--- src/rtl/cpu_debug_ctrl.sv ---
// Debug controller between the board switches/buttons and the MIPS core.
// Issues the core clock-enable (halt / step / run / divided run), handles a PC
// breakpoint, debounces the step button, counts retired instructions per
// class and drives a registered 32-bit value to the 7-segment display.
module cpu_debug_ctrl #(
  parameter int PC_WIDTH        = 9,
  parameter int CNT_WIDTH       = 32,
  parameter int DEBOUNCE_CYCLES = 500000,
  parameter int DIV_LOG2        = 22
) (
  input  logic                clk,
  input  logic                rst_n,
  input  logic [1:0]          sw_mode,
  input  logic [2:0]          sw_sel,
  input  logic [4:0]          sw_reg,
  input  logic                step_btn,
  input  logic                cpu_rst_btn,
  input  logic                bp_en,
  input  logic [PC_WIDTH-1:0] bp_addr,
  input  logic [PC_WIDTH-1:0] pc,
  input  logic [31:0]         instr,
  input  logic [31:0]         reg_data,
  output logic [4:0]          reg_addr,
  output logic                cpu_clk_en,
  output logic                cpu_rst,
  output logic [31:0]         seg_hex,
  output logic [7:0]          led,
  output logic [1:0]          dbg_state
);

  typedef enum logic [1:0] {S_HALT = 2'b00, S_STEP = 2'b01, S_RUN = 2'b10, S_BREAK = 2'b11} state_e;

  localparam int DB_W = $clog2(DEBOUNCE_CYCLES + 1);

  state_e                      state_q, state_d, mode_st;
  logic                        en_q, en_d, first_q, first_d;
  logic [1:0]                  step_sync_q, rst_sync_q;
  logic                        db_q;
  logic [DB_W-1:0]             db_cnt_q;
  logic [DIV_LOG2-1:0]         div_q;
  logic [CNT_WIDTH-1:0]        ret_cnt_q;
  logic [4:0][CNT_WIDTH-1:0]   cls_cnt_q;
  logic [4:0]                  cls, cls_q;
  logic                        differ, db_flip, step_req, kill;
  logic [31:0]                 seg_d;

  assign reg_addr  = sw_reg;
  assign cpu_rst   = rst_sync_q[1];
  assign dbg_state = state_q;
  assign led       = {~state_q[1], state_q == S_RUN, state_q == S_BREAK, cls_q};

  // Two-flop synchronisers for both raw buttons
  always_ff @(posedge clk or negedge rst_n) begin
    if (!rst_n) begin
      step_sync_q <= '0;
      rst_sync_q  <= '0;
    end else begin
      step_sync_q <= {step_sync_q[0], step_btn};
      rst_sync_q  <= {rst_sync_q[0], cpu_rst_btn};
    end
  end

  // Debounce: flip the level once the input has disagreed for DEBOUNCE_CYCLES
  // cycles; the flip is taken in the cycle the count is already full so the
  // step enable can be registered straight out of it.
  assign differ   = step_sync_q[1] ^ db_q;
  assign db_flip  = differ && (db_cnt_q == DB_W'(DEBOUNCE_CYCLES));
  assign step_req = db_flip && step_sync_q[1];

  // Debounce counter and level
  always_ff @(posedge clk or negedge rst_n) begin
    if (!rst_n) begin
      db_cnt_q <= '0;
      db_q     <= 1'b0;
    end else if (!differ || db_flip) begin
      db_cnt_q <= '0;
      db_q     <= db_q ^ db_flip;
    end else begin
      db_cnt_q <= db_cnt_q + 1'b1;
    end
  end

  // Free-running rate divider for divided run
  always_ff @(posedge clk or negedge rst_n) begin
    if (!rst_n)       div_q <= '0;
    else if (cpu_rst) div_q <= '0;
    else              div_q <= div_q + 1'b1;
  end

  // The enable is registered one cycle ahead, but the core's PC only settles
  // after the previous enable, so the breakpoint is checked against the PC
  // present in the enable cycle itself and kills that enable.
  assign kill       = (state_q == S_RUN) && en_q && bp_en && (pc == bp_addr) && !first_q;
  assign cpu_clk_en = en_q && !kill && !cpu_rst;
  assign mode_st    = sw_mode[1] ? S_RUN : state_e'({1'b0, sw_mode[0]});

  // Next-state and next-enable logic; a mode change always beats a step
  always_comb begin
    state_d = state_q;
    en_d    = 1'b0;
    first_d = first_q;
    if (cpu_rst) begin
      state_d = S_HALT;
    end else begin
      case (state_q)
        S_HALT: state_d = mode_st;
        S_STEP:
          if (mode_st != S_STEP) state_d = mode_st;
          else                   en_d = step_req;
        S_RUN:
          if (!sw_mode[1]) state_d = mode_st;
          else if (kill)   state_d = S_BREAK;
          else             en_d = sw_mode[0] ? (&div_q) : 1'b1;
        default:
          if (!sw_mode[1]) state_d = mode_st;
          else             en_d = step_req;
      endcase
    end
    if (state_d == S_RUN && state_q != S_RUN) first_d = 1'b1;
    else if (cpu_clk_en && state_q == S_RUN)  first_d = 1'b0;
  end

  // FSM state, enable and resume flag registers
  always_ff @(posedge clk or negedge rst_n) begin
    if (!rst_n) begin
      state_q <= S_HALT;
      en_q    <= 1'b0;
      first_q <= 1'b0;
    end else begin
      state_q <= state_d;
      en_q    <= en_d;
      first_q <= first_d;
    end
  end

  // One-hot opcode class: R, LW, SW, BEQ, J (all zero for anything else)
  always_comb begin
    cls = 5'b0;
    case (instr[31:26])
      6'b000000: cls = 5'b00001;
      6'b100011: cls = 5'b00010;
      6'b101011: cls = 5'b00100;
      6'b000100: cls = 5'b01000;
      6'b000010: cls = 5'b10000;
      default:   cls = 5'b0;
    endcase
  end

  // Retired/class counters and last-class LEDs, advanced on each enable
  always_ff @(posedge clk or negedge rst_n) begin
    if (!rst_n) begin
      ret_cnt_q <= '0;
      cls_cnt_q <= '0;
      cls_q     <= '0;
    end else if (cpu_rst) begin
      ret_cnt_q <= '0;
      cls_cnt_q <= '0;
      cls_q     <= '0;
    end else if (cpu_clk_en) begin
      ret_cnt_q <= ret_cnt_q + 1'b1;
      cls_q     <= cls;
      for (int i = 0; i < 5; i++)
        if (cls[i]) cls_cnt_q[i] <= cls_cnt_q[i] + 1'b1;
    end
  end

  // Display source select
  always_comb begin
    seg_d = reg_data;
    case (sw_sel)
      3'd0:    seg_d = reg_data;
      3'd1:    seg_d = 32'(pc);
      3'd2:    seg_d = 32'(ret_cnt_q);
      default: seg_d = 32'(cls_cnt_q[sw_sel - 3'd3]);
    endcase
  end

  // Registered display value
  always_ff @(posedge clk or negedge rst_n) begin
    if (!rst_n) seg_hex <= '0;
    else        seg_hex <= seg_d;
  end

endmodule

--- config.mk ---
export PLATFORM = sky130hd
export DESIGN_NAME = cpu_debug_ctrl
export DESIGN_NICKNAME = d
export VERILOG_FILES = /design/src/rtl/cpu_debug_ctrl.sv
export SDC_FILE = /design/constraint.sdc
export NUM_CORES = 1
export LEC_CHECK = 0
export BUFFER_PORTS_ARGS = -buffer_cell sky130_fd_sc_hd__buf_2
export CAP_MARGIN = 10
export CELL_PAD_IN_SITES_DETAIL_PLACEMENT = 1
export CELL_PAD_IN_SITES_GLOBAL_PLACEMENT = 2
export CORE_MARGIN = 5
export CORE_UTILIZATION = 35
export CTS_CLUSTER_SIZE = 25
export DETAILED_ROUTE_END_ITERATION = 8
export HOLD_SLACK_MARGIN = 0.02
export PLACE_DENSITY = 0.81
export SETUP_SLACK_MARGIN = 0.3
export SLEW_MARGIN = 20
export SYNTH_ARGS = -nofsm -noshare
export SYNTH_HDL_FRONTEND = slang
export SYNTH_SLANG_ARGS = --single-unit
--- constraint.sdc ---
create_clock -name clk -period 2.4 [get_ports clk]
set_input_delay 0.36 -clock clk [delete_from_list [all_inputs] [get_ports clk]]
set_output_delay 0.36 -clock clk [all_outputs]
set_load 0.01 [all_outputs]
==> results.py, run 1 <==
metrics = {
    "sta": {
        "fmax_mhz": 372.8,
        "max_slew_margin_pct": 57.99,
        "fin_crit_sh_pct": 111.8,
        "setup_slack_ns": -0.2823,
        "worst_pin_slew_ns": 0.6244,
        "hold_viol_final": 0,
        "maxSlewViolCount": 0,
        "finalSetupTns_ns": -21.59,
        "grt_setup_unrepaired": "true",
        "min_period_ns": 2.682,
        "whs_ns": 0.04999,
        "finClkSkew_ns": 0.02070,
        "setup-violations-final": 151,
    },
    "finish": {
        "nNetsFinal": 2096,
        "final_common_cell": "dfrtp_1",
        "drive_gt1_share_pct": 40.26,
        "fin_util_pct": 51.14,
        "n_fill_cell": 4854,
        "area_delta_synth_final_pct": 45.24,
        "num_antenna_cells": 0,
        "layout_common_cells": "dfrtp_1, buf_4, buf_2, a21oi_1, nand2_1",
    },
    "synthesis": {
        "synthAdderAreaFrac_pct": 1.022,
        "syn_nets": 1789,
        "async_flop_share_pct": 100.0,
        "yosysWarningCount": 0,
        "synthMuxAreaShare_pct": 5.025,
        "seq_area_frac_synth_pct": 43.88,
        "synth_compound_area_share_pct": 19.51,
        "ys_types": 64,
        "synth-simple-area-share_pct": 23.37,
        "synth_top_cell_by_area": "dfrtp_1",
        "synth_area_leaders": "dfrtp_1, a21oi_1, mux4_2",
        "ys_ff_latch": 279,
        "synth-xor-area-share_pct": 3.082,
        "synth_edf_count": 0,
        "synth_top_family_by_area": "simple AND/OR/NAND/NOR gates",
        "yosysTopAreaCellShare_pct": 43.88,
        "syn_avg_cell_area_um2": 9.477,
        "ys.flop_type": "dfrtp_1",
        "syn-cell-area_um2": 15910,
        "syn_inst": 1679,
    },
    "pwr": {
        "max-vdd-ir-drop_mv": 0.3932,
        "power_density_nw_per_um2": 490.1,
        "power_mw": 11.33,
        "power.leakage_nw": 8.799,
    },
    "worst_setup_path": {
        "crit_buf_inv": 3,
        "cp.arrival_ns": 2.32,
        "crit_fanout": 2,
        "cp.required_ns": 2.04,
        "worstReg2RegEnd": "cls_cnt_q[9]$_DFFE_PN0P_",
        "crit_path_top_delay_cell": "or4_4",
        "ff2ff_path_depth": 12,
        "reg2reg_setup_slack_ns": -0.28,
        "critPathTopFamily": "simple AND/OR/NAND/NOR gates",
        "cp_common_cell": "buf_6",
        "endpoint_kind": "output port",
        "regToRegStartpoint": "dbg_state[0]$_DFF_PN0_",
        "crit_type": "register to output port",
        "startpoint_type": "register",
        "cp_cell_sequence": "nand4b_1 > or4_4 > buf_12 > o31ai_4 > buf_6 > nor2_4 > buf_6",
        "critPathMaxStageDelay_ns": 0.49,
    },
    "global_routing": {
        "grt_pass1_vias": 16794,
        "grt_max_degree": 76,
        "antenna_found_initial": 2,
        "grt_usage_pct": 24.13,
        "overflow": 0,
        "grt_pass1_wl_mm": 96.97,
    },
    "clock_tree": {
        "cts_tree": "yes",
        "cts-root-buf": "clkbuf_16",
        "clk-insertion-delay-late_ns": 0.56,
        "clk_pin_slew_ns": 0.06,
        "cts_buffers": 35,
        "clock_path_buffers": 3,
        "cts.sink_count": 279,
        "cts.htree.levels": 2,
    },
    "detailed_routing": {
        "drc": 0,
        "drt_first_pass_iters": 5,
        "wl_mm": 66.81,
        "vias": 16268,
        "post_drt_wl_per_cell_um": 25.58,
        "via_per_inst": 6.228,
        "detail_route.iter0.violations": 1283,
        "postRouteAntennaNets": 0,
    },
    "floorplan": {
        "dieArea_um2": 49820,
        "fp.dieW_um": 223.2,
        "die_h_um": 223.2,
        "initial_utilization_pct": 35.21,
        "core_area_um2": 45190,
        "rows": 78,
        "pin_count": 146,
    },
    "hold_path": {
        "hold_path_class": "input pin to register",
        "holdPathEnd": "seg_hex[23]$_DFF_PN0_",
        "hold_depth": 3,
        "holdCritStartpoint": "reg_data[23]",
    },
    "place": {
        "portBuffers": 109,
        "place.gp.congestion": 0.8448,
        "hpwl_mm": 39.07,
    },
    "outcome": {
        "run_status": "finished, violations left",
        "violations": "negative setup slack",
    },
    "job": {
        "drv_cap": 0,
    },
}
final cells by class:
type                    instances  area (um^2)  share of cell area (%)
clock buffers                  53         1055                   4.564
clock inverters                10        165.2                  0.7147
inverters                      42        157.7                  0.6822
multi-input cells            1241        10080                   43.62
flip-flops and latches        279         6989                   30.24
well taps                     600        750.7                   3.249
repair buffers                387         3913                   16.93
sequential cells by signal (all words and copies together), names as in the netlist, 5 cells and up, named ones only:
| signal | flops |
|---|---|
| cls_cnt_q | 160 |
| ret_cnt_q | 32 |
| seg_hex | 32 |
| div_q | 22 |
| db_cnt_q | 19 |
| cls_q | 5 |
kinds of logic (layout without fill, tap and decap cells):
family / count (synthesis) / count (layout)
mux: 39 / 39
compound gates: 490 / 490
flops: 279 / 279
simple gates: 643 / 643
buf+inv: 159 / 492
fa+ha+maj: 13 / 13
xor+xnor: 56 / 56
layer usage:
metal / vias to the layer above / GRT usage, % / part of all wire [%]
li1: 7080 / - / -
met1: 8415 / 30.02 / 40
met2: 583 / 42.48 / 51
met3: 186 / 4.079 / 5.5
met4: 4 / 8.241 / 4.1
met5: - / 0 / 0.031
worst register-to-register path, stage by stage, from the launching register on:
cell and delay, ns:
dfrtp_1 0.37, nand4b_1 0.23, or4_4 0.49, buf_12 0.16, buf_6 0.11, buf_8 0.12
buf_12 0.13, buf_16 0.13, buf_8 0.12, o31ai_4 0.25, buf_6 0.19, o21ai_1 0.11
a21oi_1 0.19
cell usage after synthesis, drive strengths merged, types with 4 or more instances:
cell type / n
nor3: 19
mux4: 32
a31oi: 13
nor2b: 18
nor4: 25
nor4b: 4
and2: 10
inv: 42
a22oi: 55
nand2b: 4
or4: 92
ha: 13
and3: 23
a21oi: 177
and4: 15
buf: 40
o31ai: 92
o41ai: 4
nand4b: 7
or3: 79
mux2: 7
o311ai: 14
o21ai: 110
nand3: 83
dfrtp: 279
nand4: 62
xnor2: 26
nor2: 83
a221oi: 9
or2: 7
nand2: 100
clkbuf: 77
xor2: 30
metrics by stage:
step,cells,instance area (um^2),setup slack (ns)
after floorplan,1679,16170,0.1789
after global placement,2420,18340,-0.2341
after detailed placement,2420,18340,-0.2326
after CTS,2566,21520,-0.3804
after global routing,2612,23110,-0.3597
final,2612,23110,-0.2823
report_power, final:
| group | switching (mW) | internal (mW) |
|---|---|---|
| sequential | 0.0322 | 4.74 |
| combinational | 0.532 | 0.283 |
| clock | 2.26 | 3.47 |
timing repair:
| action | CTS | global route |
|---|---|---|
| endpoints found under the setup margin | 173 | 219 |
| cloned | 21 | 3 |
| endpoints found under the hold margin | 39 | 0 |
| buffers inserted | 59 | 43 |
| pin swaps | 173 | 174 |
| gates resized for setup | 234 | 287 |
| hold buffers | 3 | 0 |
how the worst max path moves through the flow:
stage | start | to | slack, ns | cells past startpoint
floorplan | pc[5] | cpu_clk_en | 0.18 | 7
global placement | instr[29] | cls_cnt_q[46]$_DFFE_PN0P_ | -0.23 | 8
detailed placement | instr[29] | cls_cnt_q[46]$_DFFE_PN0P_ | -0.23 | 8
CTS | dbg_state[0]$_DFF_PN0_ | cpu_clk_en | -0.38 | 7
global route | dbg_state[0]$_DFF_PN0_ | cls_cnt_q[148]$_DFFE_PN0P_ | -0.36 | 13
finish | dbg_state[0]$_DFF_PN0_ | cpu_clk_en | -0.28 | 7
(Power assumes the default switching activity.)
==> run 2, diff against run 1 <==
--- a/config.mk
+++ b/config.mk
@@ -15,7 +15,7 @@
 export DETAILED_ROUTE_END_ITERATION = 8
 export HOLD_SLACK_MARGIN = 0.02
 export PLACE_DENSITY = 0.81
-export SETUP_SLACK_MARGIN = 0.3
+export SETUP_SLACK_MARGIN = 0.1
 export SLEW_MARGIN = 20
 export SYNTH_ARGS = -nofsm -noshare
 export SYNTH_HDL_FRONTEND = slang
==> run 2 against run 1 <==
The flow still finishes with violations (negative setup slack); fmax grew 1.8%; worst setup slack better by 0.049 ns; utilization shrank 7.0 points; via count shrank 7.9%; wire length down 17%; sequential share of layout area is 4.8 points higher; cell area shrank 14%; non-clock buffer count shrank 102; clock power decreased by 4.9%; clock skew about the same; hold slack worse by 0.00091 ns; sequential power barely moved; critical endpoint unchanged; largest power group unchanged.
==> results.py, run 2 (synthesis results as in run 1) <==
metrics = {
    "sta": {
        "hold_viol_final": 0,
        "setup_slack_ns": -0.2337,
        "maxSlewViolCount": 0,
        "setup-violations-final": 1,
        "finClkSkew_ns": 0.02114,
        "fin_crit_sh_pct": 109.7,
        "finalSetupTns_ns": -0.2337,
        "max_slew_margin_pct": 51.08,
        "grt_setup_unrepaired": "true",
        "fmax_mhz": 379.7,
        "min_period_ns": 2.634,
        "whs_ns": 0.04908,
        "worst_pin_slew_ns": 0.7339,
    },
    "finish": {
        "largest_register": "cls_cnt_q",
        "final_common_cell": "dfrtp_1",
        "num_antenna_cells": 0,
        "largestRegisters": "cls_cnt_q x160, ret_cnt_q x32, seg_hex x32",
        "multi_input_area_um2": 8601,
        "seqCellArea_um2": 6987,
        "area_delta_synth_final_pct": 25.40,
        "nNetsFinal": 1995,
        "drive_gt1_share_pct": 23.04,
        "largest_reg_flops": 160,
        "layout_common_cells": "dfrtp_1, a21oi_1, buf_4, o21ai_0, buf_2",
        "fin_cells": 2510,
        "n_fill_cell": 5092,
    },
    "place": {
        "placedCellCount": 2428,
        "portBuffers": 109,
        "hpwl_mm": 39.02,
        "place.gp.congestion": 0.8434,
        "dp_slack_ns": -0.2105,
    },
    "clock_tree": {
        "clk_pin_slew_ns": 0.06,
        "cts_tree": "yes",
        "cts.sink_count": 279,
        "cts_buffers": 35,
        "clock_path_buffers": 3,
        "cts.htree.levels": 2,
        "clk-insertion-delay-late_ns": 0.55,
        "cts-root-buf": "clkbuf_16",
    },
    "global_routing": {
        "grt_max_degree": 63,
        "overflow": 0,
        "antenna_found_initial": 0,
        "grt_pass1_vias": 15313,
        "grt_pass1_wl_mm": 85.65,
        "grt_usage_pct": 20.91,
    },
    "detailed_routing": {
        "wl_mm": 55.32,
        "detail_route.iter0.violations": 932,
        "vias": 14980,
        "drt_first_pass_iters": 5,
        "post_drt_wl_per_cell_um": 22.04,
        "via_per_inst": 5.968,
        "postRouteAntennaNets": 0,
        "drc": 0,
    },
    "floorplan": {
        "fp.dieW_um": 223.2,
        "initial_utilization_pct": 35.21,
        "rows": 78,
        "dieArea_um2": 49820,
        "core_area_um2": 45190,
        "die_h_um": 223.2,
        "pin_count": 146,
    },
    "job": {
        "drv_cap": 0,
    },
    "worst_setup_path": {
        "crit_path_top_delay_cell": "or4_4",
        "cp.required_ns": 2.04,
        "critPathTopFamily": "simple AND/OR/NAND/NOR gates",
        "cp_cell_sequence": "buf_6 > nand4b_1 > or4_4 > o31ai_4 > buf_12 > nor2_4 > buf_6",
        "endpoint_kind": "output port",
        "crit_type": "register to output port",
        "cp_common_cell": "buf_6",
        "reg2reg_setup_slack_ns": 0,
        "cp.arrival_ns": 2.27,
        "critPathMaxStageDelay_ns": 0.48,
        "crit_buf_inv": 3,
        "startpoint_type": "register",
        "crit_fanout": 5,
    },
    "outcome": {
        "violations": "negative setup slack",
        "run_status": "finished, violations left",
    },
    "hold_path": {
        "hold_path_class": "input pin to register",
    },
    "pwr": {
        "power.leakage_nw": 7.649,
        "power_density_nw_per_um2": 549.7,
        "max-vdd-ir-drop_mv": 0.4488,
        "power_mw": 10.97,
    },
}
-- run 2: changes by cell type in the layout (fill, tap and decap cells not counted), moves of 16 or more --
cell / previous run / this run
o21ai_2: 42 / 0
buf_6: 73 / 21
or3_1: 51 / 79
or4_4: 49 / 2
buf_16: 16 / 0
a21oi_1: 101 / 173
o21ai_0: 48 / 108
or4_1: 42 / 90
a21oi_2: 74 / 4
o31ai_1: 43 / 86
o21ai_1: 19 / 2
o31ai_2: 30 / 2
or3_4: 27 / 0
-- run 2: worst paths after layout --
| check | start | to | cells past startpoint |
|---|---|---|---|
| min in group asynchronous | rst_n | db_cnt_q[6]$_DFF_PN0_ | 2 |
| worst min-delay path | reg_data[17] | seg_hex[17]$_DFF_PN0_ | 3 |
| worst max-delay path | en_q$_DFF_PN0_ | cpu_clk_en | 7 |
| max in group asynchronous | rst_n | cls_cnt_q[119]$_DFFE_PN0P_ | 3 |
| worst max register to register | en_q$_DFF_PN0_ | cls_cnt_q[123]$_DFFE_PN0P_ | 9 |
| worst min register to register | rst_sync_q[0]$_DFF_PN0_ | rst_sync_q[1]$_DFF_PN0_ | 0 |
-- run 2: power breakdown --
group	internal (mW)	switching [mW]	total [mW]	leakage, nW
Sequential	4.74	0.0372	4.78	3.86
Clock	3.30	2.15	5.46	0.585
Combinational	0.255	0.479	0.734	3.20
-- run 2: final cells by class --
class	instances	area share, %
repair buffers	285	11.46
inverters	42	0.7901
clock buffers	53	5.393
multi-input cells	1242	43.11
flip-flops and latches	279	35.02
well taps	600	3.762
clock inverters	9	0.4766
-- run 2: worst min-delay path, cell delays in order --
cell and delay [ns]:
buf_2 0.08, a22oi_1 0.06, o21ai_0 0.07
-- run 2: repair_timing --
action                                 4_1_cts  5_1_grt
pin swaps                                    2       25
setup endpoints to repair                   53       66
cloned                                       0        8
buffers inserted                             2        6
endpoints found under the hold margin       55        0
gates resized for setup                      5       78
hold buffers                                 4        0
-- run 2: through the flow --
step | area (um^2) | util (%)
final | 19950 | 44.16
after CTS | 19470 | 43.10
after global placement | 18220 | 40.33
after global routing | 19950 | 44.16
after floorplan | 15920 | -
after detailed placement | 18220 | 40.33
-- run 2: routing by layer --
metal	global-route usage, %	part of all wire (%)
met4	6.146	3.0
met5	0	0
met1	27.79	43
met2	35.63	50
met3	3.013	4.4
